File: src/rtl/operand_gather_ctrl.sv
// Shares one 3-slot operand gather buffer among NUM_REQ requesters using round-robin ownership.
// Optional idle-owner timeout: define GATHER_TIMEOUT_EN to flush a partial bundle after TIMEOUT_CYC idle cycles.
module operand_gather_ctrl #(
    parameter int NUM_REQ     = 2,
    parameter int DATA_W      = 8,
    parameter int TIMEOUT_CYC = 16,
    localparam int OW         = (NUM_REQ > 2) ? $clog2(NUM_REQ) : 1
) (
    input  logic                      clk,
    input  logic                      reset,
    input  logic [NUM_REQ-1:0]        req,
    input  logic [NUM_REQ*DATA_W-1:0] req_data,
    input  logic [NUM_REQ-1:0]        req_last,
    output logic [NUM_REQ-1:0]        gnt,
    output logic                      out_valid,
    input  logic                      out_ready,
    output logic [DATA_W-1:0]         out_op0,
    output logic [DATA_W-1:0]         out_op1,
    output logic [DATA_W-1:0]         out_op2,
    output logic [1:0]                out_count,
    output logic [OW-1:0]             out_owner,
    output logic                      busy
);

    typedef enum logic [1:0] {
        ST_IDLE    = 2'd0,
        ST_COLLECT = 2'd1,
        ST_ISSUE   = 2'd2
    } state_e;

    state_e              state_q;
    logic [OW-1:0]       owner_q;
    logic [OW-1:0]       rr_q;
    logic [1:0]          count_q;
    logic [1:0]          count_d;
    logic [DATA_W-1:0]   slot0_q;
    logic [DATA_W-1:0]   slot1_q;
    logic [DATA_W-1:0]   slot2_q;
    logic [NUM_REQ-1:0]  gnt_q;
    logic                out_valid_q;
    logic                busy_q;

    logic [OW-1:0]       pick_hi_s;
    logic [OW-1:0]       pick_lo_s;
    logic                found_hi_s;
    logic                found_lo_s;
    logic [OW-1:0]       pick_s;
    logic [OW-1:0]       rr_next_s;
    logic                cur_req_s;
    logic                cur_last_s;
    logic [DATA_W-1:0]   cur_data_s;

`ifdef GATHER_TIMEOUT_EN
    localparam int TW = $clog2(TIMEOUT_CYC + 1);
    logic [TW-1:0]       idle_cnt_q;
`endif

    function automatic logic [NUM_REQ-1:0] onehot_f(input logic [OW-1:0] idx);
        onehot_f = {{(NUM_REQ-1){1'b0}}, 1'b1} << idx;
    endfunction

    // Cyclic search: lowest requester at/after rr_q wins, else lowest overall
    always_comb begin
        pick_hi_s  = '0;
        pick_lo_s  = '0;
        found_hi_s = 1'b0;
        found_lo_s = 1'b0;
        for (int i = NUM_REQ - 1; i >= 0; i--) begin
            if (req[i]) begin
                pick_lo_s  = OW'(i);
                found_lo_s = 1'b1;
                if (OW'(i) >= rr_q) begin
                    pick_hi_s  = OW'(i);
                    found_hi_s = 1'b1;
                end else begin
                    found_hi_s = found_hi_s;
                end
            end else begin
                found_lo_s = found_lo_s;
            end
        end
        pick_s = found_hi_s ? pick_hi_s : pick_lo_s;
    end

    // Select the owner's request lane and derive next pointer/count
    always_comb begin
        cur_req_s  = 1'b0;
        cur_last_s = 1'b0;
        cur_data_s = '0;
        for (int i = 0; i < NUM_REQ; i++) begin
            cur_req_s  = (owner_q == OW'(i)) ? req[i] : cur_req_s;
            cur_last_s = (owner_q == OW'(i)) ? req_last[i] : cur_last_s;
            cur_data_s = (owner_q == OW'(i)) ? req_data[i*DATA_W +: DATA_W] : cur_data_s;
        end
        rr_next_s = (owner_q == OW'(NUM_REQ - 1)) ? '0 : owner_q + OW'(1);
        count_d   = count_q + 2'd1;
    end

    // Ownership FSM with registered handshake outputs
    always_ff @(posedge clk) begin
        if (reset) begin
            state_q     <= ST_IDLE;
            owner_q     <= '0;
            rr_q        <= '0;
            count_q     <= 2'd0;
            slot0_q     <= '0;
            slot1_q     <= '0;
            slot2_q     <= '0;
            gnt_q       <= '0;
            out_valid_q <= 1'b0;
            busy_q      <= 1'b0;
`ifdef GATHER_TIMEOUT_EN
            idle_cnt_q  <= '0;
`endif
        end else begin
            case (state_q)
                ST_IDLE: begin
                    if (found_lo_s) begin
                        owner_q <= pick_s;
                        gnt_q   <= onehot_f(pick_s);
                        busy_q  <= 1'b1;
                        state_q <= ST_COLLECT;
`ifdef GATHER_TIMEOUT_EN
                        idle_cnt_q <= '0;
`endif
                    end
                end
                ST_COLLECT: begin
                    if (cur_req_s) begin
                        case (count_q)
                            2'd0:    slot0_q <= cur_data_s;
                            2'd1:    slot1_q <= cur_data_s;
                            default: slot2_q <= cur_data_s;
                        endcase
                        count_q <= count_d;
`ifdef GATHER_TIMEOUT_EN
                        idle_cnt_q <= '0;
`endif
                        if (cur_last_s || (count_d == 2'd3)) begin
                            state_q     <= ST_ISSUE;
                            gnt_q       <= '0;
                            out_valid_q <= 1'b1;
                        end
                    end
`ifdef GATHER_TIMEOUT_EN
                    else if (count_q != 2'd0) begin
                        // Owner went quiet with a partial bundle: flush it after the limit
                        if (idle_cnt_q == TW'(TIMEOUT_CYC - 1)) begin
                            state_q     <= ST_ISSUE;
                            gnt_q       <= '0;
                            out_valid_q <= 1'b1;
                            idle_cnt_q  <= '0;
                        end else begin
                            idle_cnt_q  <= idle_cnt_q + TW'(1);
                        end
                    end
`endif
                end
                ST_ISSUE: begin
                    if (out_ready) begin
                        out_valid_q <= 1'b0;
                        slot0_q     <= '0;
                        slot1_q     <= '0;
                        slot2_q     <= '0;
                        count_q     <= 2'd0;
                        rr_q        <= rr_next_s;
                        busy_q      <= 1'b0;
                        state_q     <= ST_IDLE;
                    end
                end
                default: begin
                    state_q     <= ST_IDLE;
                    gnt_q       <= '0;
                    out_valid_q <= 1'b0;
                    busy_q      <= 1'b0;
                end
            endcase
        end
    end

    assign gnt       = gnt_q;
    assign out_valid = out_valid_q;
    assign out_op0   = slot0_q;
    assign out_op1   = slot1_q;
    assign out_op2   = slot2_q;
    assign out_count = count_q;
    assign out_owner = owner_q;
    assign busy      = busy_q;

endmodule

File: config.mk
export PLATFORM = sky130hd
export DESIGN_NAME = operand_gather_ctrl
export DESIGN_NICKNAME = d
export VERILOG_FILES = /design/src/rtl/operand_gather_ctrl.sv
export SDC_FILE = /design/constraint.sdc
export NUM_CORES = 1
export LEC_CHECK = 0
export CAP_MARGIN = 30
export CORE_ASPECT_RATIO = 0.75
export CORE_MARGIN = 5
export CORE_UTILIZATION = 41
export DETAILED_ROUTE_END_ITERATION = 8
export PLACE_DENSITY = 0.74
export SLEW_MARGIN = 15
export SYNTH_ARGS = -nofsm -noshare
export SYNTH_HDL_FRONTEND = slang
export SYNTH_SLANG_ARGS = --single-unit
export TNS_END_PERCENT = 5
File: constraint.sdc
create_clock -name clk -period 1.94 [get_ports clk]
set_input_delay 0.194 -clock clk [delete_from_list [all_inputs] [get_ports clk]]
set_output_delay 0.194 -clock clk [all_outputs]
set_load 0.02 [all_outputs]
; ---- Yosys cells after proc, flatten, opt, wreduce, memory -nomap -nowiden
; Cells that the tools add are included.
[word_totals]
reg_bits = 34
in_bits = 23
output_inout_bits = 31
word_cells = 85
[classes]
addsub = 2
n_lt_le_gt_ge = 2
n_eq_ne = 11
shifts = 1
muxes = 41
bitwise_logic = 3
reduce_logical = 15
[ops]
columns = op, n
row1 = $mux W8, 8
row2 = $pmux W8 S2, 3
row3 = $reduce_and A4 Y1, 6
row4 = $mux W1, 17
row5 = $mux W2, 8
row6 = $pmux W2 S3, 2
row7 = $ne A2 B2 Y1 const B, 5
row8 = $pmux W1 S3, 2
row9 = $reduce_and A3 Y1, 2
row10 = $eq A2 B1 Y1 const B, 2
row11 = $eq A2 B2 Y1 const B, 2
row12 = $logic_not A2 Y1, 2
row13 = $ne A2 B1 Y1 const B, 2
row14 = $pmux W2 S2, 1
row15 = $reduce_and A2 Y1, 2
row16 = $not A1 Y1, 3
row17 = $add A2 B1 Y2 const B, 1
row18 = $ge A1 B1 Y1 const A, 2
row19 = $reduce_bool A2 Y1, 1
row20 = $reduce_or A2 Y1, 1
row21 = $shl A1 B1 Y2 const A, 1
row22 = $add A1 B1 Y1 const B, 1
row23 = $logic_or A1 B1 Y1, 1

; ---- Depth between registers and ports, before layout
[depth]
ltp_word = 9
ltp_mapped = 5

; ---- Worst setup path before layout
; OpenSTA, ideal clock, no wires.
[synth_path]
kind = flip-flop to flip-flop
from = reg count_q[0], in the netlist out_count[0]
to = reg slot2_q[0], in the netlist out_op2[0]
setup_ns = 0.120
arrival_time_ns = 1.577
setup_slack_ns = 0.243
path_stages_with_launch = 6
n_path_buf = 1
synth_period_minus_slack_ns = 1.697
cell_sequence = dfxtp_1 > inv_1 > ha_1 > or4_4 > buf_6 > mux2i_1
[synth_between]
elab_chain_len = 4
[synth_rtl]
columns = element, line_no
row1 = "start, declared", 34  ; logic [1:0] count_q;
row2 = "start signal, assigned", 135  ; count_q <= count_d;
row3 = $eq A2 B1 Y1 / $logic_not A2 Y1 (equally long branches), 130  ; case (count_q)
row4 = $reduce_or A2 Y1 (no source line) *, --
row5 = $ne A2 B2 Y1 (no source line) *, --
row6 = $reduce_and A4 Y1 (no source line) *, --
row7 = "end signal, assigned", 133  ; default: slot2_q <= cur_data_s;
row8 = "end, declared", 38  ; logic [DATA_W-1:0] slot2_q;
; Every way passes the cells marked *; elsewhere a longest branch is shown, timed or not.
; A chain may end at the register's enable or synchronous reset.

; ---- Worst setup path in the final report
[layout_path]
from = reg owner_q, in the netlist out_owner
to = out out_owner
[layout_rtl]
columns = element, line_no
row1 = "start, declared", 32  ; logic [OW-1:0] owner_q;
row2 = "start signal, assigned", 119  ; owner_q <= pick_s;
row3 = "end, declared", 21  ; output logic [OW-1:0] out_owner,
; No word-level cell between the ends.

==> impl_results.md <==
* Fin. Hold Viols at 0
* Post-synth ARST share at 0%
* P per Cell Area at approximately 790 mW/mm²
* Switching portion of total power at 30.1%
* Hold/Removal Path Class: flip-flop to flip-flop
* Sequential power share at 44.3%
* Yosys cell types at 33
* Tmin final at 1670 ps
* GRT Residual Overflow at 0
* Area contributors post-synth: dfxtp_1 42%, mux2i_1 17%, nand3_1 11%
* Clock sink count at 34
* Root Buffer: clkbuf_8
* RSZ-0062 raised after global routing: false
* Hpwl dp at around 3200 µm
* Synthesized flop and latch total at 34
* Count leader, synth: nand3_1
* Status: complete, no violations
* DR iter-0 viols at 70
* Top delay family on crit path: buffers and inverters
* CTS clk-pin slew, worst paths at 70 ps
* Combinational power share at between 20% and 30%
* Max clock buf depth at 2
* Die X at 82.6 µm
* FF+latch area at 681 µm²
* Power, Total at 1.81 mW
* Worst setup path class: flip-flop to output port
* Ys flop type: dfxtp_1
* Crit Path Max Fanout at 7
* Die area at 0.00533 mm²
* Share of the synthesized area in the top cell type at approximately two fifths
* Drt via density at 5.33
* Std-Cell Rows at 19
* Synthesis-to-finish area growth at 40.8%
* Critical path capture point type: output port
* Sequential fraction of the synthesis area at between 40% and 50%
* Commonest cells post-synth: 36 x nand3_1, 34 x dfxtp_1, 27 x mux2i_1, 9 x mux2_2, 6 x buf_2
* Gates resized, CTS repair at 0
* Cells after synthesis at approximately 170
* Largest net degree at the start of global routing at 28
* Initial Utilization at 43.5%
* Routability Congestion at 0.851
* H-tree level count at 2
* Fin crit share at 85.9%
* DR pass1 iterations at 4
* DRC at 0
* Hold_buf cts at 0
* Slew Viols, Final at 0
* Synth area leader: dfxtp_1
* Initial antenna violation count at 0
* Max-Slew Margin vs Limit at 72.0%
* Fill count at between 300 and 400
* Final nets at 243
* Hold Slack at 480 ps
* Max VDD drop at 0.539 mV
* Die height at 64.5 µm
* Post-DRT Antenna Nets at 0
* First-pass GRT wire length at between 7000 and 8000 µm
* Drt wl/cell at 16.1 µm
* Setup Viol. Count Final at 0
* CP required at 1750 ps
* Worst skew pair latency at 290 ps
* Fin util at 61.2%
* Share of cells above drive strength 1 at 12.4%
* Clock skew at around 11 ps
* Maximum clock rate at 600 MHz
* Core area at 0.00373 mm²
* # Post-CTS Setup Buffers at 0
* Synth Net Count at 191
* Vias at 1,439
* Worst Tran Pin Value at 409 ps
* DRT Wirelength at 4350 µm
* Cell internal pwr at between 1 and 1.5 mW
* IO buf count at 53
* CP cell instances: clkdlybuf4s50_1
* Syn avg cell area at a little under 10 µm²
* Area of the multi-input gates at roughly 850 µm²
* Slowest-stage cell, CP: clkdlybuf4s50_1
* Post-synth EDFFs at 0
* Reg-to-reg setup timing slack at 280 ps
* CTS tree: yes
* Sw power at roughly 0.54 mW
* Total CTS buffers at 5
* Vias in the first global route at 1,510
* IO Pins at 54
* Leakage at 0.964 nW
* Diode count at 0
* Buffers and inverters on the worst path at 1
* CP Launch Type: flip-flop
* Clock share of power at 29.8%
* GRT Overall Usage at between 10% and 20%
* Cell area after synthesis at 0.00162 mm²
* Setup TNS Final at 0 ps
* MaxCap Viol Count at 0
* Crit path largest cell delay at 670 ps
* Critical Path AT at 1470 ps
* Ys Warns at 0
power groups by stage:
stage / clock, mW / combinational (mW) / sequential [mW]
6_report: 0.539 / 0.467 / 0.802
5_1_grt: 0.575 / 0.505 / 0.811
4_1_cts: 0.540 / 0.469 / 0.802
3_5_place_dp: 0 / 0.466 / 0.817
3_3_place_gp: 0 / 0.456 / 0.812
2_1_floorplan: 0 / 0.263 / 0.840
registers in the layout, indices dropped and copies added, names as in the netlist, 2 cells and up:
register and flops:
gnt 2, out_count 2, out_op0 8, out_op1 8
out_op2 8, state_q 2
area by class of cell:
class / count / area share, %
well taps: 52 / 2.85
inverters: 6 / 0.986
clock buffers: 7 / 3.78
multi-input cells: 113 / 37.3
flip-flops and latches: 34 / 29.8
repair buffers: 57 / 25.1
clock inverters: 1 / 0.219
per-stage QoR:
stage	setup WS, ps	area [µm²]	std cells
floorplan	243	1620	165
global placement	194	2190	262
detailed placement	83.5	2190	262
CTS	255	2280	270
global route	205	2280	270
finish	274	2280	270
routing by layer:
| metal | track usage, % | up-vias | part of all wire (%) | wire length, µm |
|---|---|---|---|---|
| li1 | - | 702 | - | - |
| met1 | 22.4 | 684 | 47 | 2030 |
| met2 | 26.9 | 46 | 45 | 1950 |
| met3 | 5.68 | 7 | 7.4 | 321 |
| met4 | 6.12 | 0 | 1.2 | 52 |
| met5 | 0 | - | 0 | 0 |
logic make-up after synthesis:
kind of cell               after synthesis  share of synthesized area (%)
AOI/OAI and AO/OA                       19                           8.10
adders and majority gates                3                           2.31
buffers and inverters                   18                           5.55
DFF                                     34                           41.9
muxes                                   36                           22.9
and+or+nand+nor                         55                           19.2
worst paths after layout:
check	from	endpoint	cells past startpoint
setup / recovery	out_owner$_SDFFE_PP0P_	out_owner	1
hold / removal	out_valid$_SDFFE_PP0P_	out_valid$_SDFFE_PP0P_	2
hold reg to reg	out_valid$_SDFFE_PP0P_	out_valid$_SDFFE_PP0P_	2
setup reg to reg	out_count[0]$_SDFFE_PP0P_	out_op2[6]$_SDFFE_PP0P_	4
placed cells by master (no fill, tap or decap), types with 3 or more instances in the layout:
master	instances
inv_1	5
buf_4	3
mux2_2	9
o21ai_0	3
mux2i_1	27
clkbuf_8	6
o211ai_1	3
ha_1	3
nand2_1	4
a21oi_1	5
clkdlybuf4s50_1	53
nand3_1	36
dfxtp_1	34
nand2b_1	3
Note: power is estimated with default switching activity, not from simulation.
